==> src/rtl/rmii_pkg.sv <==
// Shared RMII definitions: receiver state encoding and framing constants.
package rmii_pkg;

    localparam int unsigned RMII_LEN_W     = 11;
    localparam logic [1:0]  RMII_PRE_DIBIT = 2'b01;
    localparam logic [7:0]  RMII_SFD_BYTE  = 8'hD5;

    typedef enum logic [2:0] {
        ST_IDLE,
        ST_PREAMBLE,
        ST_SFD,
        ST_DATA,
        ST_DROP
    } rmii_rx_state_t;

    // Dibit idx (0 = first on the wire) of the SFD byte; bytes travel MSB dibit first.
    function automatic logic [1:0] sfd_dibit(input logic [1:0] idx);
        logic [7:0] sfd;
        sfd = RMII_SFD_BYTE << {idx, 1'b0};
        return sfd[7:6];
    endfunction

endpackage

==> src/rtl/rmii_receiver.sv <==
// RMII receive path: assembles MSB-first dibits into byte strobes with frame
// start/end/error markers. Build option RMII_RX_PREAMBLE_STRIP_EN: when defined,
// preamble and SFD are checked and stripped; otherwise every dibit seen while
// crs_dv is high is delivered as payload.
module rmii_receiver
    import rmii_pkg::*;
#(
    parameter int unsigned MAX_LEN = 1518,
    parameter int unsigned PRE_MIN = 4
) (
    input  logic                  ref_clk,
    input  logic                  rst_n,
    input  logic [1:0]            rx_d,
    input  logic                  crs_dv,
    output logic [7:0]            data_o,
    output logic                  valid_o,
    output logic                  sof_o,
    output logic                  eof_o,
    output logic                  err_o,
    output logic [RMII_LEN_W-1:0] len_o
);

    localparam logic [RMII_LEN_W-1:0] MAX_LEN_C = RMII_LEN_W'(MAX_LEN);

    // Reject parameter values the counters cannot represent.
    if (PRE_MIN > 15 || MAX_LEN > 2047) begin : g_bad_param
        $error("rmii_receiver: PRE_MIN must be <= 15 and MAX_LEN <= 2047");
    end

    rmii_rx_state_t        state_q, state_d;
    logic [1:0]            dibit_cnt_q, dibit_cnt_d;
    logic [5:0]            shift_q, shift_d;
    logic [RMII_LEN_W-1:0] byte_cnt_q, byte_cnt_d;
    logic [7:0]            data_q, data_d;
    logic                  valid_q, valid_d;
    logic                  sof_q, sof_d;
    logic                  eof_q, eof_d;
    logic                  err_q, err_d;
    logic [RMII_LEN_W-1:0] len_q, len_d;
`ifdef RMII_RX_PREAMBLE_STRIP_EN
    localparam logic [3:0] PRE_MIN_C   = 4'(PRE_MIN);
    localparam logic [3:0] PRE_CNT_MAX = 4'd15;
    logic [3:0]            pre_cnt_q, pre_cnt_d;
`endif

    // Next-state, byte assembly and output strobe generation.
    always_comb begin
        state_d     = state_q;
        dibit_cnt_d = dibit_cnt_q;
        shift_d     = shift_q;
        byte_cnt_d  = byte_cnt_q;
        data_d      = data_q;
        valid_d     = 1'b0;
        sof_d       = 1'b0;
        eof_d       = 1'b0;
        err_d       = 1'b0;
        len_d       = len_q;
`ifdef RMII_RX_PREAMBLE_STRIP_EN
        pre_cnt_d   = pre_cnt_q;
`endif
        case (state_q)
            ST_IDLE: begin
                if (crs_dv) begin
`ifdef RMII_RX_PREAMBLE_STRIP_EN
                    if (rx_d == RMII_PRE_DIBIT) begin
                        state_d   = ST_PREAMBLE;
                        pre_cnt_d = 4'd1;
                    end else begin
                        state_d = ST_DROP;
                    end
`else
                    // First dibit of the burst is already payload.
                    state_d     = ST_DATA;
                    shift_d     = {shift_q[3:0], rx_d};
                    dibit_cnt_d = 2'd1;
                    byte_cnt_d  = '0;
`endif
                end
            end
`ifdef RMII_RX_PREAMBLE_STRIP_EN
            ST_PREAMBLE: begin
                if (!crs_dv) begin
                    state_d = ST_IDLE;
                end else if (rx_d == RMII_PRE_DIBIT) begin
                    if (pre_cnt_q != PRE_CNT_MAX) pre_cnt_d = pre_cnt_q + 4'd1;
                end else if (rx_d == sfd_dibit(2'd0) && pre_cnt_q >= PRE_MIN_C) begin
                    state_d     = ST_SFD;
                    dibit_cnt_d = 2'd1;
                end else begin
                    state_d = ST_DROP;
                end
            end
            ST_SFD: begin
                if (!crs_dv) begin
                    state_d = ST_IDLE;
                end else if (rx_d == sfd_dibit(dibit_cnt_q)) begin
                    if (dibit_cnt_q == 2'd3) begin
                        state_d     = ST_DATA;
                        dibit_cnt_d = 2'd0;
                        byte_cnt_d  = '0;
                    end else begin
                        dibit_cnt_d = dibit_cnt_q + 2'd1;
                    end
                end else begin
                    state_d = ST_DROP;
                end
            end
`endif
            ST_DATA: begin
                if (!crs_dv) begin
                    // A partial byte in flight marks the frame bad and is discarded.
                    eof_d       = 1'b1;
                    err_d       = (dibit_cnt_q != 2'd0);
                    len_d       = byte_cnt_q;
                    dibit_cnt_d = 2'd0;
                    state_d     = ST_IDLE;
                end else begin
                    shift_d     = {shift_q[3:0], rx_d};
                    dibit_cnt_d = dibit_cnt_q + 2'd1;
                    if (dibit_cnt_q == 2'd3) begin
                        if (byte_cnt_q >= MAX_LEN_C) begin
                            eof_d   = 1'b1;
                            err_d   = 1'b1;
                            len_d   = MAX_LEN_C;
                            state_d = ST_DROP;
                        end else begin
                            data_d     = {shift_q, rx_d};
                            valid_d    = 1'b1;
                            sof_d      = (byte_cnt_q == '0);
                            byte_cnt_d = byte_cnt_q + RMII_LEN_W'(1);
                        end
                    end
                end
            end
            ST_DROP: begin
                if (!crs_dv) state_d = ST_IDLE;
            end
            default: state_d = ST_IDLE;
        endcase
    end

    // State, counters and registered outputs.
    always_ff @(posedge ref_clk or negedge rst_n) begin
        if (!rst_n) begin
            state_q     <= ST_IDLE;
            dibit_cnt_q <= 2'd0;
            shift_q     <= 6'd0;
            byte_cnt_q  <= '0;
            data_q      <= 8'h00;
            valid_q     <= 1'b0;
            sof_q       <= 1'b0;
            eof_q       <= 1'b0;
            err_q       <= 1'b0;
            len_q       <= '0;
`ifdef RMII_RX_PREAMBLE_STRIP_EN
            pre_cnt_q   <= 4'd0;
`endif
        end else begin
            state_q     <= state_d;
            dibit_cnt_q <= dibit_cnt_d;
            shift_q     <= shift_d;
            byte_cnt_q  <= byte_cnt_d;
            data_q      <= data_d;
            valid_q     <= valid_d;
            sof_q       <= sof_d;
            eof_q       <= eof_d;
            err_q       <= err_d;
            len_q       <= len_d;
`ifdef RMII_RX_PREAMBLE_STRIP_EN
            pre_cnt_q   <= pre_cnt_d;
`endif
        end
    end

    assign data_o  = data_q;
    assign valid_o = valid_q;
    assign sof_o   = sof_q;
    assign eof_o   = eof_q;
    assign err_o   = err_q;
    assign len_o   = len_q;

endmodule

==> config.mk <==
export PLATFORM = sky130hd
export DESIGN_NAME = rmii_receiver
export DESIGN_NICKNAME = d
export VERILOG_FILES = /design/src/rtl/rmii_pkg.sv /design/src/rtl/rmii_receiver.sv
export SDC_FILE = /design/constraint.sdc
export NUM_CORES = 1
export LEC_CHECK = 0
export BUFFER_PORTS_ARGS = -buffer_cell sky130_fd_sc_hd__buf_2
export CAP_MARGIN = 20
export CELL_PAD_IN_SITES_DETAIL_PLACEMENT = 0
export CELL_PAD_IN_SITES_GLOBAL_PLACEMENT = 1
export CORE_MARGIN = 5
export CORE_UTILIZATION = 30
export DETAILED_ROUTE_END_ITERATION = 6
export PLACE_DENSITY = 0.61
export SYNTH_ARGS = -nofsm -noshare
export SYNTH_HDL_FRONTEND = slang
export SYNTH_SLANG_ARGS = --single-unit
==> constraint.sdc <==
create_clock -name ref_clk -period 2.6 [get_ports ref_clk]
set_input_delay 0.52 -clock ref_clk [delete_from_list [all_inputs] [get_ports ref_clk]]
set_output_delay 0.52 -clock ref_clk [all_outputs]
set_load 0.01 [all_outputs]
==> impl_metrics.csv <==
group,metric,value,unit
outcome,status,"finished clean",
layout,final_cell_area,2455,µm²
floorplan,io_pins,28,
place,post-place-ws,0.3967,ns
clock_network,clockBufferDepth,2,
clock_network,cts.repair.resized,0,
global_routing,grt_use_total,12.57,%
floorplan,fp-row-count,30,
timing,rsz0062_at_grt,"no",
timing,layout_min_cycle_time,2.192,ns
critical_path,cp-end-kind,"register",
timing,worstMarginPinSlew,0.5544,ns
place,post_dp_cell_area,2333,µm²
synth,syn_area_per_cell,10.48,µm²
timing,setup_tns,0,ns
power_and_ir_drop,p_seq_share,50.0,%
floorplan,die-area,8799,µm²
floorplan,die_width,93.81,µm
drt,drtIter0Drc,124,
floorplan,initial_core_util,30.84,%
layout,nFillCells,735,
timing,drv_slew,0,
synth,ys_types,38,
synth,synth_fp_nets,211,
drt,drt_first_pass_iters,5,
global_routing,grt_max_degree,20,
layout,n_antenna_cell,0,
synth,seq_area_frac_synth,52.26,%
power_and_ir_drop,p_leak,1.159,nW
drt,drc_errors,0,
clock_network,cts-htree-levels,2,
layout,seq_area,1101,µm²
timing,fin_worst_skew,0.008416,ns
clock_network,clock_sinks,44,
global_routing,grt_pass1_wl,8700,µm
power_and_ir_drop,power_frac_clock,32.5,%
global_routing,grt_overflow,0,
global_routing,antenna_found_initial,0,
timing,setup_ws,0.4082,ns
layout,syn2layout_area_growth,16.51,%
critical_path,cp_data_arrival_time,2.38,ns
layout,multiInputGateArea,879.6,µm²
timing,setup-violations-final,0,
clock_network,path_clk_slew,0.09,ns
layout,fin_cells,323,
critical_path,required,2.78,ns
layout,final_core_util,35.93,%
drt,vias_per_cell,4.929,
synth,synth_area,2107,µm²
power_and_ir_drop,swShare,26.99,%
worst_hold_path,min_path_type,"primary input to asynchronous set/reset pin",
power_and_ir_drop,finalPower,1.708,mW
clock_network,root_buffer,"clkbuf_8",
drt,routed_wl,5082,µm
clock_network,cts_buffers,5,
place,placed_cells,315,
timing,finalHoldViolCount,0,
synth,yosysTopAreaCell,"dfrtp_1",
synth,yosys.area.top_type_share,52.26,%
place,place_congestion,0.7473,
critical_path,worstSetupStartpointType,"register",
synth,synth_ff_type,"dfrtp_1",
drt,wl_per_cell,15.73,µm
run,maxCapViolCount,0,
timing,finalCritPeriodShare,84.30,%
synth,ys_top_cells_by_area,"dfrtp_1 52%, mux2_2 8.0%, ha_1 3.0%",
power_and_ir_drop,p_comb_share,17.5,%
drt,num_vias,1592,
layout,nets,236,
floorplan,die_h,93.81,µm
power_and_ir_drop,irDropWorstVdd,0.2776,mV
synth,ys_ff_latch,44,
global_routing,grt_pass1_vias,1642,
synth,synth_edf_count,0,
place,io_buffers,27,
timing,relSlewSlack,63.04,%
critical_path,crit_fanout,8,
clock_network,cts_tree,"done",
floorplan,coreArea,6832,µm²
clock_network,cts_hold_buffers,0,
power_and_ir_drop,power_density,695.9,nW/µm²
power_and_ir_drop,switchingPower,0.4611,mW
layout,drive_gt1_share,27.31,%
critical_path,critPathKind,"register to register",
synth,synthArstFlopShare,100.0,%
timing,fmax,456.2,MHz
synth,synthCells,201,
power_and_ir_drop,intPower,1.247,mW
synth,yosys_warnings,0,
clock_network,postCtsSetupBuffers,0,
clock_network,clk_latency,0.30,ns
place,dp.final_hpwl,3567,µm
drt,drtAntennaViolNets,0,
timing,whs,0.1085,ns
-- cells by family (layout without fill, tap and decap cells) --
group / count (synthesis) / after routing / synth area share (%)
AOI/OAI and AO/OA: 52 / 52 / 16.09
adders and majority gates: 5 / 5 / 2.969
buffers and inverters: 30 / 56 / 5.997
DFF: 44 / 44 / 52.26
muxes: 17 / 17 / 8.967
and+or+nand+nor: 53 / 53 / 13.72
-- power by group through the flow --
stage | logic, mW | clock network, mW | registers, mW
2_1_floorplan | 0.143 | 0 | 0.888
3_3_place_gp | 0.308 | 0 | 0.866
3_5_place_dp | 0.309 | 0 | 0.868
4_1_cts | 0.309 | 0.570 | 0.856
5_1_grt | 0.337 | 0.599 | 0.872
6_report | 0.300 | 0.555 | 0.854
-- state kept, by name, summed over array words and instances, names as in the netlist --
register,cells
byte_cnt_q,11
len_o,11
data_o,8
shift_q,6
dibit_cnt_q,2
state_q,2
eof_o,1
err_o,1
sof_o,1
valid_o,1
-- per-layer routing --
metal / track usage, % / part of all wire (%)
met1: 17.57 / 49
met2: 19.69 / 47
met3: 2.804 / 3.7
met4: 3.129 / 0.57
met5: 0 / 0
-- cell usage after synthesis, types with 2 or more instances --
library cell and number:
and4_1 2, mux2_2 15, buf_2 5, nor2_1 5, or3_1 3, o21ai_0 9
a31oi_1 9, or4_1 4, nand2b_1 5, a21oi_1 9, ha_1 5, o31ai_1 4
a21o_1 2, nand4_1 2, clkbuf_1 8, nand3_1 8, inv_1 15, mux2i_1 2
o22ai_1 8, dfrtp_1 44, o211ai_1 2, nand2_1 13, a31o_2 3, o211a_1 2
nor4_1 3, nor3_1 2
-- cell type report --
type	instances	area share (%)
tap	96	4.893
clock inverter	2	1.580
timing repair buffer	32	7.034
multi-input combinational	127	35.83
clock buffer	6	3.364
sequential	44	44.85
inverter	16	2.446
-- worst max-delay path: stages, from the launching register on --
cell      delay [ns]
dfrtp_1         0.42
inv_1           0.09
ha_1            0.20
o211a_1         0.24
o211ai_1        0.29
nand3_1         0.26
inv_2           0.23
mux2_2          0.35
-- path summary, 6_finish.rpt --
check	start	end	slack, ns	cells after the start
setup / recovery	byte_cnt_q[0]	data_o[3]	0.41	7
hold / removal	rst_n	len_o[5]	0.11	1
setup reg to reg	byte_cnt_q[0]	data_o[3]	0.41	7
hold reg to reg	shift_q[4]	data_o[6]	0.51	1
max in group asynchronous	rst_n	len_o[0]	1.95	2
min in group ref_clk	rx_d[1]	data_o[1]	0.47	2
-- cell usage in the layout, fill, tap and decap left out, types with 2 or more instances in the layout --
master     n
buf_4      5
inv_1     15
buf_2     27
a31o_2     3
and4_1     2
nor2_1     5
mux2_2    15
nand4_1    2
o22ai_1    8
o21ai_0    9
or3_1      3
mux2i_1    2
ha_1       5
clkbuf_8   6
nand2b_1   5
dfrtp_1   44
a21oi_1    9
o211a_1    2
nand2_1   13
or4_1      4
a21o_1     2
nand3_1    8
o31ai_1    4
nor3_1     2
nor4_1     3
o211ai_1   2
a31oi_1    9
Note: power is estimated with default switching activity, not from simulation.
